File: src/rtl/dm_access_if.sv
// Request/response handshakes and data-memory port of the load/store access controller.
// The slave modport is the controller; the master modport is the execute stage,
// the writeback consumer and the memory together.
interface dm_access_if #(
    parameter int ADDR_W = 32,
    parameter int TAG_W  = 5
);
    logic              req_valid;
    logic              req_ready;
    logic              req_store;
    logic [1:0]        req_size;
    logic              req_unsigned;
    logic [ADDR_W-1:0] req_addr;
    logic [31:0]       req_wdata;
    logic [TAG_W-1:0]  req_tag;

    logic              resp_valid;
    logic              resp_ready;
    logic [31:0]       resp_data;
    logic [TAG_W-1:0]  resp_tag;
    logic              resp_err;

    logic [31:0]       dm_addr;
    logic              dm_read;
    logic              dm_write;
    logic [31:0]       dm_wdata;
    logic [31:0]       dm_rdata;

    modport slave (
        input  req_valid, req_store, req_size, req_unsigned, req_addr, req_wdata, req_tag,
        output req_ready,
        output resp_valid, resp_data, resp_tag, resp_err,
        input  resp_ready,
        output dm_addr, dm_read, dm_write, dm_wdata,
        input  dm_rdata
    );

    modport master (
        output req_valid, req_store, req_size, req_unsigned, req_addr, req_wdata, req_tag,
        input  req_ready,
        input  resp_valid, resp_data, resp_tag, resp_err,
        output resp_ready,
        input  dm_addr, dm_read, dm_write, dm_wdata,
        output dm_rdata
    );
endinterface

File: src/rtl/dm_access_ctrl.sv
// Load/store access controller in front of the data memory. Accepts one request at a
// time, sequences memory read/write strobes (read-modify-write for sub-word stores)
// and returns aligned, extended load data with the request tag.
//
// state | meaning
// IDLE  | ready for a request
// READ  | memory read strobe active, word captured into the buffer at the closing edge
// WRITE | memory write strobe active with full or lane-merged data
// RESP  | response presented, held until the consumer accepts it
module dm_access_ctrl #(
    parameter int ADDR_W = 32,
    parameter int TAG_W  = 5
) (
    input  logic        clk,
    input  logic        rst_n,
    dm_access_if.slave  bus
);
    localparam logic ENABLE  = 1'b1;
    localparam logic DISABLE = 1'b0;

    typedef enum logic [1:0] {IDLE, READ, WRITE, RESP} state_t;

    state_t            state_q, state_d;
    logic              store_q, store_d;
    logic [1:0]        size_q, size_d;
    logic              unsigned_q, unsigned_d;
    logic [ADDR_W-1:0] addr_q, addr_d;
    logic [31:0]       wdata_q, wdata_d;
    logic [TAG_W-1:0]  tag_q, tag_d;
    logic [31:0]       buf_q, buf_d;
    logic              err_q, err_d;

    logic              req_err;
    logic [31:0]       merged;
    logic [31:0]       lane;
    logic [31:0]       ld_data;

    // Misaligned or illegal-size requests are answered without touching memory.
    assign req_err = (bus.req_size == 2'd3)
                   || ((bus.req_size == 2'd1) && bus.req_addr[0])
                   || ((bus.req_size == 2'd2) && (bus.req_addr[1:0] != 2'b00));

    // State and latched request fields.
    always_ff @(posedge clk or negedge rst_n) begin
        if (!rst_n) begin
            state_q    <= IDLE;
            store_q    <= 1'b0;
            size_q     <= 2'd0;
            unsigned_q <= 1'b0;
            addr_q     <= '0;
            wdata_q    <= '0;
            tag_q      <= '0;
            buf_q      <= '0;
            err_q      <= 1'b0;
        end else begin
            state_q    <= state_d;
            store_q    <= store_d;
            size_q     <= size_d;
            unsigned_q <= unsigned_d;
            addr_q     <= addr_d;
            wdata_q    <= wdata_d;
            tag_q      <= tag_d;
            buf_q      <= buf_d;
            err_q      <= err_d;
        end
    end

    // Next-state logic: latch on acceptance, capture read data at the end of READ.
    always_comb begin
        state_d    = state_q;
        store_d    = store_q;
        size_d     = size_q;
        unsigned_d = unsigned_q;
        addr_d     = addr_q;
        wdata_d    = wdata_q;
        tag_d      = tag_q;
        buf_d      = buf_q;
        err_d      = err_q;
        case (state_q)
            IDLE: begin
                if (bus.req_valid) begin
                    store_d    = bus.req_store;
                    size_d     = bus.req_size;
                    unsigned_d = bus.req_unsigned;
                    addr_d     = bus.req_addr;
                    wdata_d    = bus.req_wdata;
                    tag_d      = bus.req_tag;
                    err_d      = req_err;
                    if (req_err)
                        state_d = RESP;
                    else if (bus.req_store && (bus.req_size == 2'd2))
                        state_d = WRITE;
                    else
                        state_d = READ;
                end
            end
            READ: begin
                buf_d   = bus.dm_rdata;
                state_d = store_q ? WRITE : RESP;
            end
            WRITE:   state_d = RESP;
            RESP:    if (bus.resp_ready) state_d = IDLE;
            default: state_d = IDLE;
        endcase
    end

    // Store data: full word, or the buffered word with the addressed little-endian lane replaced.
    always_comb begin
        merged = buf_q;
        case (size_q)
            2'd0:    merged[{addr_q[1:0], 3'b000} +: 8]  = wdata_q[7:0];
            2'd1:    merged[{addr_q[1], 4'b0000} +: 16]  = wdata_q[15:0];
            default: merged = wdata_q;
        endcase
    end

    // Load data: shift the addressed lane down, then zero- or sign-extend.
    always_comb begin
        lane = buf_q >> {addr_q[1:0], 3'b000};
        case (size_q)
            2'd0:    ld_data = {{24{~unsigned_q & lane[7]}}, lane[7:0]};
            2'd1:    ld_data = {{16{~unsigned_q & lane[15]}}, lane[15:0]};
            default: ld_data = lane;
        endcase
    end

    // req_ready is also gated by rst_n so nothing is accepted while reset is held.
    assign bus.req_ready  = rst_n && (state_q == IDLE);
    assign bus.resp_valid = (state_q == RESP);
    assign bus.resp_data  = ((state_q == RESP) && !store_q && !err_q) ? ld_data : 32'd0;
    assign bus.resp_tag   = tag_q;
    assign bus.resp_err   = (state_q == RESP) && err_q;
    assign bus.dm_read    = (state_q == READ)  ? ENABLE : DISABLE;
    assign bus.dm_write   = (state_q == WRITE) ? ENABLE : DISABLE;
    assign bus.dm_addr    = ((state_q == READ) || (state_q == WRITE)) ? 32'(addr_q[ADDR_W-1:2]) : 32'd0;
    assign bus.dm_wdata   = (state_q == WRITE) ? merged : 32'd0;
endmodule

File: src/flat_wrapper.sv
// flat-port wrapper written by rule: the top's interface ports become plain ports
module dm_access_ctrl_flat 
#(
    parameter int ADDR_W = 32,
    parameter int TAG_W  = 5
)
  (clk, rst_n, bus_req_valid, bus_req_store, bus_req_size, bus_req_unsigned, bus_req_addr, bus_req_wdata, bus_req_tag, bus_req_ready, bus_resp_valid, bus_resp_data, bus_resp_tag, bus_resp_err, bus_resp_ready, bus_dm_addr, bus_dm_read, bus_dm_write, bus_dm_wdata, bus_dm_rdata);
  dm_access_if #(.ADDR_W(ADDR_W), .TAG_W(TAG_W)) bus_i ();
  input  logic clk;
  input  logic rst_n;
  input wire logic [$bits(bus_i.req_valid)-1:0] bus_req_valid;
  input wire logic [$bits(bus_i.req_store)-1:0] bus_req_store;
  input wire logic [$bits(bus_i.req_size)-1:0] bus_req_size;
  input wire logic [$bits(bus_i.req_unsigned)-1:0] bus_req_unsigned;
  input wire logic [$bits(bus_i.req_addr)-1:0] bus_req_addr;
  input wire logic [$bits(bus_i.req_wdata)-1:0] bus_req_wdata;
  input wire logic [$bits(bus_i.req_tag)-1:0] bus_req_tag;
  output wire logic [$bits(bus_i.req_ready)-1:0] bus_req_ready;
  output wire logic [$bits(bus_i.resp_valid)-1:0] bus_resp_valid;
  output wire logic [$bits(bus_i.resp_data)-1:0] bus_resp_data;
  output wire logic [$bits(bus_i.resp_tag)-1:0] bus_resp_tag;
  output wire logic [$bits(bus_i.resp_err)-1:0] bus_resp_err;
  input wire logic [$bits(bus_i.resp_ready)-1:0] bus_resp_ready;
  output wire logic [$bits(bus_i.dm_addr)-1:0] bus_dm_addr;
  output wire logic [$bits(bus_i.dm_read)-1:0] bus_dm_read;
  output wire logic [$bits(bus_i.dm_write)-1:0] bus_dm_write;
  output wire logic [$bits(bus_i.dm_wdata)-1:0] bus_dm_wdata;
  input wire logic [$bits(bus_i.dm_rdata)-1:0] bus_dm_rdata;
  assign bus_i.req_valid = bus_req_valid;
  assign bus_i.req_store = bus_req_store;
  assign bus_i.req_size = bus_req_size;
  assign bus_i.req_unsigned = bus_req_unsigned;
  assign bus_i.req_addr = bus_req_addr;
  assign bus_i.req_wdata = bus_req_wdata;
  assign bus_i.req_tag = bus_req_tag;
  assign bus_req_ready = bus_i.req_ready;
  assign bus_resp_valid = bus_i.resp_valid;
  assign bus_resp_data = bus_i.resp_data;
  assign bus_resp_tag = bus_i.resp_tag;
  assign bus_resp_err = bus_i.resp_err;
  assign bus_i.resp_ready = bus_resp_ready;
  assign bus_dm_addr = bus_i.dm_addr;
  assign bus_dm_read = bus_i.dm_read;
  assign bus_dm_write = bus_i.dm_write;
  assign bus_dm_wdata = bus_i.dm_wdata;
  assign bus_i.dm_rdata = bus_dm_rdata;
  dm_access_ctrl #(.ADDR_W(ADDR_W), .TAG_W(TAG_W)) u_core (.clk(clk), .rst_n(rst_n), .bus(bus_i));
endmodule
File: config.mk
export PLATFORM = sky130hd
export DESIGN_NAME = dm_access_ctrl_flat
export DESIGN_NICKNAME = d
export VERILOG_FILES = /design/src/rtl/dm_access_if.sv /design/src/rtl/dm_access_ctrl.sv /design/src/flat_wrapper.sv
export SDC_FILE = /design/constraint.sdc
export NUM_CORES = 1
export LEC_CHECK = 0
export ABC_AREA = 0
export CAP_MARGIN = 20
export CORE_MARGIN = 10
export CORE_UTILIZATION = 50
export CTS_CLUSTER_DIAMETER = 50
export DETAILED_ROUTE_END_ITERATION = 8
export PLACE_DENSITY = 0.86
export SLEW_MARGIN = 20
export SYNTH_ARGS = -nofsm -noshare
export SYNTH_HDL_FRONTEND = slang
export SYNTH_SLANG_ARGS = --single-unit
File: constraint.sdc
create_clock -name clk -period 4.9 [get_ports clk]
set_input_delay 1.47 -clock clk [delete_from_list [all_inputs] [get_ports clk]]
set_output_delay 1.47 -clock clk [all_outputs]
set_load 0.03 [all_outputs]
==> run summary <==
Vias in the first global route: 5981
Final Hold Viols: 0
Placer congestion estimate: 0.904
Worst-margin pin slew: 0.854 ns
Total die area: 17900 um2
Max Slew Vio Count: 0
Post-route ant nets: 0
Area growth, synth to finish: 43.2%
Core Region: 12700 um2
Multi-input combinational cell area: 3470 um2
DR WL/cell: 23.6 um
Dpl ws: 0.558 ns
GRT Util Overall: 0.244
Leakage: 3.67 nW
Post-synth ARST share: 1.00
Yosys reg bits: 108
Clk_skew: 0.00929 ns
CP startpoint: u_core.state_q[1]
HPWL after DPL: 17200 um
RR Startpoint: u_core.state_q[0]
Min Tclk post-route: 4.73 ns
Fmax: 0.211 GHz
Crit-path cells: ha_1 -> or3b_1 -> or3_1 -> o22ai_1 -> clkdlybuf4s50_1
Final Cycle Share: 0.966
Count of different cell masters after synthesis: 47
DR pass1 iterations: 6
Synthesis Warnings: 0
Port Buffers: 212
Peak VDD IR: 0.000684 V
Synth top area share: 0.418
EDFF count, synth: 0
Post-CTS sizing: 0
Nets: 894
Layout cells sized above 1: 0.242
Fillers: 911
Top FF cell, synth: dfrtp_1
Via count: 5741
Synth Instances: 590
CP required: 3.43 ns
Max transition margin: 0.431
Root buf cell: clkbuf_16
Hold Crit Start: u_core.addr_q[6]
Status: finished clean
Die Ht: 134 um
Remaining DRCs: 0
Post-synth top area cell: dfrtp_1
Sequential share of the synthesized area: 0.418
Initial antenna violation count: 0
Crit Path Class: flip-flop to output port
CTS Buf Count: 9
Pwr Density: 779 nW/um2
Io pins: 215
DR iter-0 viols: 578
CTS Sinks: 108
CTS tree: yes
Total congestion overflow: 0
ANT cells: 0
Top cells by area, synth: dfrtp_1 42%, mux2_2 21%, a211oi_1 3.2%
RSZ-0062 raised after global routing: no
Worst-Skew Late Latency: 0.36 ns
First-pass GRT wire length: 34600 um
Critical Path End Type: output port
CP max FO: 17
Class of the worst hold path: flip-flop to flip-flop
Detailed-route vias per instance: 6.03
CP startpoint kind: flip-flop
Crit path DAT: 3.26 ns
Initial Util: 0.511
Largest net degree at the start of global routing: 69
Max Buffers Root-to-Sink: 2
Post-CTS Setup Bufs: 0
Avg Synthesized Cell Area: 11.0 um2
FP Rows: 41
Max_cap viols: 0
CP max stage delay: 0.71 ns
CTS clk-pin slew, worst paths: 0.07 ns
Slowest CP cell: clkdlybuf4s50_1
H-tree depth reported by CTS: 3
FF/Latch Area: 2700 um2
Finish-stage setup viols: 0
Count leader, synth: mux2_2
Synth cell count leaders: 123 x mux2_2, 108 x dfrtp_1, 33 x and2_1
Post-Route WL: 22500 um
Sum Neg Setup Slack: 0 ns
Final worst setup slack: 0.166 ns
# hold bufs at CTS: 0
Die width: 134 um
Synthesized area: 6470 um2
-- sequential cells by signal, summed over array words and instances (netlist names) --
register and flops:
u_core.addr_q 32, u_core.buf_q 32, u_core.bus.resp_tag 5, u_core.err_q 1, u_core.size_q 2, u_core.state_q 2
u_core.store_q 1, u_core.unsigned_q 1, u_core.wdata_q 32
-- per-layer routing --
layer	track usage	wire [um]	share of wire	vias to the layer above
li1	-	-	-	2581
met5	0	0	0	-
met1	0.288	8740	0.39	2820
met4	0.0834	497	0.022	0
met3	0.0876	2570	0.11	30
met2	0.402	10700	0.47	310
-- worst paths after layout --
kind	end	slack, ns	cells past startpoint
max in group asynchronous	u_core.addr_q[13]	2.46	3
hold reg to reg	u_core.addr_q[6]	0.50	1
setup reg to reg	u_core.wdata_q[15]	2.61	5
setup / recovery	bus_resp_data[22]	0.17	5
min in group asynchronous	u_core.buf_q[7]	1.19	2
hold / removal	u_core.addr_q[6]	0.50	1
-- critical path: cells and delay by family (launching register included) --
kind,cells,cell delay [ns]
AOI/OAI and AO/OA,1,0.29
adders and majority gates,1,0.24
buffers and inverters,1,0.71
DFF,1,0.41
and+or+nand+nor,2,1.25
-- cells by family after synthesis --
group | Yosys count | share of synthesized area
multiplexers | 138 | 0.237
adder cells (fa/ha/maj) | 10 | 0.0193
AO/OA/AOI/OAI | 135 | 0.152
AND/OR/NAND/NOR | 130 | 0.125
other | 1 | 0.000579
XOR/XNOR | 1 | 0.00135
flip-flops | 108 | 0.418
buffers and inverters | 67 | 0.0466
-- report_power, final --
part	internal (mW)	switching [mW]
combinational	2.09	2.41
clock	0.420	0.346
sequential	1.35	0.593
-- stage by stage --
stage                      util  power [mW]  cells  area (um2)  hold WS [ns]
after floorplan               -        4.57    591        6470         0.471
after global placement    0.706        6.29    936        8950         0.480
after detailed placement  0.706        6.42    936        8950         0.487
after CTS                 0.731        7.21    952        9260         0.504
after global routing      0.731        7.58    952        9260         0.516
final                     0.731        7.21    952        9260         0.503
-- cells in the final DEF, fill, tap and decap left out, types with 3 or more instances in the layout --
cell type / n
a211oi_1: 28
a21oi_1: 10
a221oi_1: 16
a22oi_1: 14
a31oi_1: 15
a32oi_1: 4
and2_1: 33
and3_1: 6
and3b_1: 8
and4b_1: 3
buf_12: 27
buf_4: 17
clkbuf_16: 9
clkdlybuf4s50_1: 184
dfrtp_1: 107
ha_1: 10
inv_1: 12
mux2_2: 123
mux2i_1: 15
nand2_1: 9
nand2b_1: 4
nand3_1: 16
nand3b_1: 6
nand4_1: 7
nor2_1: 4
nor2b_1: 20
nor3b_1: 3
o21ai_0: 19
o22ai_1: 8
o2bb2ai_1: 6
o31ai_1: 8
-- final cells by class --
class                   count  area share
repair buffers            228       0.271
clock inverters             6     0.00837
inverters                  12     0.00486
well taps                 172      0.0232
multi-input cells         416       0.375
flip-flops and latches    108       0.292
clock buffers              10      0.0258
No activity file was read; power rests on OpenSTA's default activity.
==> patch 1: new RTL, config.mk and constraints unchanged <==
`ENABLE`: 1'b1 -> 1'b0.
--- a/src/rtl/dm_access_ctrl.sv
+++ b/src/rtl/dm_access_ctrl.sv
@@ -15,7 +15,7 @@
     input  logic        rst_n,
     dm_access_if.slave  bus
 );
-    localparam logic ENABLE  = 1'b1;
+    localparam logic ENABLE  = 1'b0;
     localparam logic DISABLE = 1'b0;
 
     typedef enum logic [1:0] {IDLE, READ, WRITE, RESP} state_t;
Behaviour: not the same (Yosys sat finds a counterexample within 4 cycles, from zero or initial values and one cycle with rst_n low).
==> patch 1 against the original RTL <==
  * Area after synthesis decreased by 0.56%
  * Cell count grew 0.32%
  * Combinational power fell by 2%
  * Non-clock buffer count stayed put
  * Power decreased by 1.8%
  * Cell area shrank 1.3%
  * Wire length increased by 2.0%
  * Setup slack gained 120 ps
  * Sequential cell count is the same
==> patch 1: results (changes against the original RTL) <==
Parameter                              Value

Yosys
  Post-synthesis cell type count ... 45 (-4.3%)
  Xor and xnor area share after synthesis ... 0.136% (+0.00076 points)
  Share of synthesized area spent on multiplexers ... 24.1% (+0.37 points)
  Adder-cell area share of the yosys netlist ... 1.94% (+0.011 points)
  Cell types with the highest counts after synthesis ... mux2_2 (123), dfrtp_1 (108), clkbuf_1 (33), and2_1 (32), o21ai_0 (30)
  Share of the synthesized area in compound gates (AO/OA/AOI/OAI) ... 14.4% (-0.85 points)
  Portion of the post-synthesis area used by sequential elements ... 42.0% (+0.24 points)
  Top cells by area in the synthesized netlist ... dfrtp_1 (42%), mux2_2 (22%), and2_1 (3.1%)
  Syn. warnings ... 0 (unchanged)

Worst setup path
  Arrival @ worst endpoint ... 3150 ps (-110 ps)
  R2R depth ... 5 (unchanged)
  Startpoint of the lowest-slack register-to-register path ... u_core.state_q[0]
  Slowest cell on the critical path ... clkdlybuf4s50_1
  CP delay by family, top ... simple AND/OR/NAND/NOR gates
  RR Endpoint ... u_core.addr_q[12]
  R2R setup slack ... 2500 ps (-110 ps)
  Critical path's largest stage delay ... 720 ps
  Worst-path maximum fanout ... 17 (unchanged)

STA
  Final clock skew ... 10.1 ps (+0.855 ps)
  Slew @ Worst Pin ... 1040 ps (+181 ps)
  Final Hold Slack ... 505 ps (+2.33 ps)

Min path
  Path type of the worst min-delay path ... register to register
  Hold-critical path endpoint ... u_core.addr_q[25]
  Hold path startpoint ... u_core.addr_q[25]
  Count of cells along the worst hold path ... 1 (unchanged)

CTS
  Clock latency on the worst-skew pair ... 360 ps (about the same)
  Worst-path clk slew ... 80 ps
  Root Buffer ... clkbuf_16
  Number of buffers created by CTS ... 9 (unchanged)
  Maximum level of the CTS H-tree ... 3 (unchanged)
  Maximum number of buffers from clock root to sink ... 2 (unchanged)

Routing
  Vias ... 5731 (-0.17%)
  Detailed Route Iter0 Violations ... 711 (+23%)
  Number of detailed-route iterations in the first pass ... 5 (-1)
  DRT Wirelength ... 22.9 mm (+2.0%)

Global routing
  Global-route usage over all layers ... 25.3% (+0.89 points)
  Via count of the first global-routing pass ... 6039 (+0.97%)
  Pin count of the biggest net entering global routing ... 58 (-16%)
  First-pass GRT wire length ... 35.6 mm (+3.0%)
  Antenna violations before repair ... 0 (unchanged)

Layout
  Top Registers ... u_core.addr_q x32, u_core.buf_q x32, u_core.wdata_q x32
  Number of inserted diodes ... 0 (unchanged)
  Layout filler cell count ... 908 (-0.33%)
  Nets ... 897 (+0.34%)
  Fraction of layout instances using a drive strength above 1 ... 25.0% (+0.80 points)

Power and ir drop
  Max VDD drop ... 0.539 mV (-21%)
  Leakage power ... 3.62 nW (-1.3%)

Place
  Post-detailed-placement cell area ... 8840 um2 (-1.2%)
  Count of input and output buffers ... 210 (-0.94%)
  RePlAce Congestion ... 0.931 (+2.9%)
  Detailed placer's ending HPWL ... 17.7 mm (+2.6%)

Outcome
  Run status ... complete, no violations
==> patch 1: worst reg2reg max path, cell delays in order, from the launching register on <==
cell and delay (ps):
dfrtp_1 400, inv_1 100, ha_1 240, nand2_2 760, buf_4 410, mux2_2 370
==> patch 1: how the worst max path moves through the flow <==
stage / from / to / slack, ps / depth (start not counted)
after global routing: u_core.state_q[1] / bus_resp_data[17] / 170 / 5
after global placement: u_core.state_q[0] / bus_resp_data[19] / 710 / 5
after CTS: u_core.state_q[1] / bus_resp_data[19] / 120 / 5
after floorplan: u_core.addr_q[1] / bus_dm_wdata[0] / 460 / 9
after detailed placement: u_core.state_q[0] / bus_resp_data[28] / 570 / 5
final: u_core.state_q[1] / bus_resp_data[19] / 280 / 5
==> patch 1: layer usage <==
metal	wire (um)	vias to the layer above	global-route usage, %	share of wire [%]
li1	-	2587	-	-
met1	8850	2788	29.1	39
met2	10800	314	41.3	47
met3	2760	42	12.0	12
met4	523	0	6.59	2.3
met5	0	-	0	0
==> patch 1: logic make-up (layout without fill, tap and decap cells) <==
logic type	Yosys count	in the layout
AO/OA/AOI/OAI	134	134
buffers and inverters	70	257
other	1	4
multiplexers	139	139
AND/OR/NAND/NOR	130	130
flip-flops	108	108
XOR/XNOR	1	1
adder cells (fa/ha/maj)	10	10
==> patch 1: power breakdown <==
part           internal, mW  switching [mW]
Combinational          2.05            2.38
Sequential             1.35           0.588
Clock                 0.355           0.360
Total                  3.76            3.33
==> patch 1: what timing repair did <==
action | in CTS | in global routing
setup endpoints to repair | 0 | 2
gates resized for setup | 0 | 1
endpoints found under the hold margin | 0 | 0
==> patch 1: metrics by stage <==
stage	utilization (%)	std cells	worst slack (ps)
after floorplan	-	596	456
after global placement	70.0	938	708
after detailed placement	70.0	938	566
after CTS	72.3	954	125
after global routing	72.4	955	173
final	72.4	955	282
==> patch 1: area by class of cell <==
class	instances	area [um2]	area share, %
inverters	13	48.8	0.534
repair buffers	228	2440	26.7
well taps	172	215	2.35
clock inverters	6	55.1	0.602
clock buffers	10	229	2.51
multi-input cells	418	3450	37.7
flip-flops and latches	108	2700	29.6
==> patch 2: new RTL, same settings <==
Without the edit above. Encoding of `state_t`: now Gray code (2 bits for 4 states).
--- a/src/rtl/dm_access_ctrl.sv
+++ b/src/rtl/dm_access_ctrl.sv
@@ -18,7 +18,7 @@
     localparam logic ENABLE  = 1'b1;
     localparam logic DISABLE = 1'b0;
 
-    typedef enum logic [1:0] {IDLE, READ, WRITE, RESP} state_t;
+    typedef enum logic [1:0] {IDLE = 2'b00, READ = 2'b01, WRITE = 2'b11, RESP = 2'b10} state_t;
 
     state_t            state_q, state_d;
     logic              store_q, store_d;
Check against the original RTL: same outputs for any inputs over 10 cycles, from zero or initial values and one cycle with rst_n low; not proved beyond that.
==> patch 2 against the original RTL <==
  * Setup slack got worse by 0.94 ps
  * Critical path type unchanged
  * Combinational power fell by 33%
  * Hold slack got worse by 1.4 ps
  * Cell area fell by 3.1%
  * Core utilization rose by 0.71 points
  * Synthesized cell count fell by 0.34%
  * Global-route usage fell by 0.14 points
  * Power fell by 22%
  * Wire length fell by 2.9%
  * Cell count fell by 0.53%
  * Largest power group unchanged
  * Count of clock-buffer cells in the layout fell by 1
  * Area after synthesis fell by 2.7%
  * First-iteration DRC count fell by 18%
  * Sequential cell count did not move
==> patch 2: results (changes against the original RTL) <==
Parameter                              Value

Outcome
  Run status ... complete, no violations

Worst setup path
  Worst-path maximum fanout ... 9 (-8)
  R2R setup slack ... 2930 ps (+320 ps)
  RR Endpoint ... u_core.buf_q[7]
  Capture point of the critical path ... bus_resp_data[20]
  Arrival @ worst endpoint ... 3270 ps (about the same)

Power and ir drop
  Flop pwr share ... 33.7% (+6.7 points)
  P_comb ... 3.03 mW (-33%)

Min path
  Hold path startpoint ... u_core.addr_q[18]

Yosys
  Cell types with the highest counts after synthesis ... mux2_2 (109), dfrtp_1 (108), clkbuf_1 (45), nand2_1 (43), and2_1 (32)
  Top cells by area in the synthesized netlist ... dfrtp_1 (43%), mux2_2 (19%), mux2i_1 (4.0%)
  Portion of the post-synthesis area used by sequential elements ... 42.9% (+1.2 points)

Global routing
  Via count of the first global-routing pass ... 5740 (-4.0%)
  Pin count of the biggest net entering global routing ... 73 (+5.8%)
  Global routing met3 resource utilization ... 10.6% (+1.9 points)
  Grt met2 use ... 38.7% (-1.5 points)
  First-pass GRT wire length ... 34.0 mm (-1.5%)
  Global-route usage over all layers ... 24.3% (-0.14 points)

Routing
  Number of detailed-route iterations in the first pass ... 5 (-1)
  Per-cell routed wire length ... 23.1 um (-2.4%)
  Vias ... 5608 (-2.3%)
  Amount of wire on met3 after detailed routing ... 2.54 mm (-1.1%)
  Detailed Route Iter0 Violations ... 476 (-18%)

Layout
  Nets ... 888 (-0.67%)
  Fraction of layout instances using a drive strength above 1 ... 26.4% (+2.2 points)
  Layout filler cell count ... 854 (-6.3%)

Place
  Count of placed standard cells including taps ... 931 (-0.53%)
  Post-detailed-placement cell area ... 8680 um2 (-3.0%)
  Detailed placer's ending HPWL ... 17.0 mm (-1.5%)

STA
  Final Hold Slack ... 501 ps (-1.40 ps)
  Max-slew headroom ... 39.0% (-4.1 points)
  Final clock skew ... 8.66 ps (-0.633 ps)
-- patch 2: changes by cell type in the layout (fill, tap and decap cells not counted), moves of 15 or more --
cell / before / now
buf_4: 17 / 43
nor2b_1: 20 / 2
nor2_1: 4 / 21
nand3_1: 16 / 1
clkdlybuf4s50_1: 184 / 164
a31oi_1: 15 / 0
nand2_1: 9 / 43
a21oi_1: 10 / 30
a211oi_1: 28 / 7
-- patch 2: cell type report --
| type | instances | share of cell area, % |
|---|---|---|
| Multi-Input combinational cell | 415 | 37.2 |
| Tap cell | 168 | 2.34 |
| Sequential cell | 108 | 30.1 |
| Timing Repair Buffer | 228 | 26.6 |
| Clock inverter | 7 | 0.767 |
| Inverter | 12 | 0.502 |
| Clock buffer | 9 | 2.51 |
-- patch 2: cells by family (layout without fill, tap and decap cells) --
| group | after synthesis | count (layout) | synth area share (%) |
|---|---|---|---|
| other | 1 | 2 | 0.0596 |
| adder cells (fa/ha/maj) | 5 | 5 | 0.994 |
| buffers and inverters | 66 | 256 | 4.29 |
| flip-flops | 108 | 108 | 42.9 |
| AND/OR/NAND/NOR | 135 | 135 | 11.3 |
| AO/OA/AOI/OAI | 138 | 138 | 16.6 |
| multiplexers | 135 | 135 | 23.8 |
-- patch 2: critical path, stage by stage (launching register included) --
cell and delay, ps:
dfrtp_1 510, or4b_1 620, a311o_1 420, or3_1 550
o21ai_2 120, clkdlybuf4s50_1 680
-- patch 2: metrics by stage --
stage | util, % | power, mW | worst slack (ps)
detailed placement | 71.3 | 4.90 | 423
global route | 73.8 | 5.96 | 11.5
global placement | 71.3 | 4.81 | 506
finish | 73.8 | 5.65 | 165
floorplan | - | 3.76 | 587
CTS | 73.8 | 5.63 | 18.1
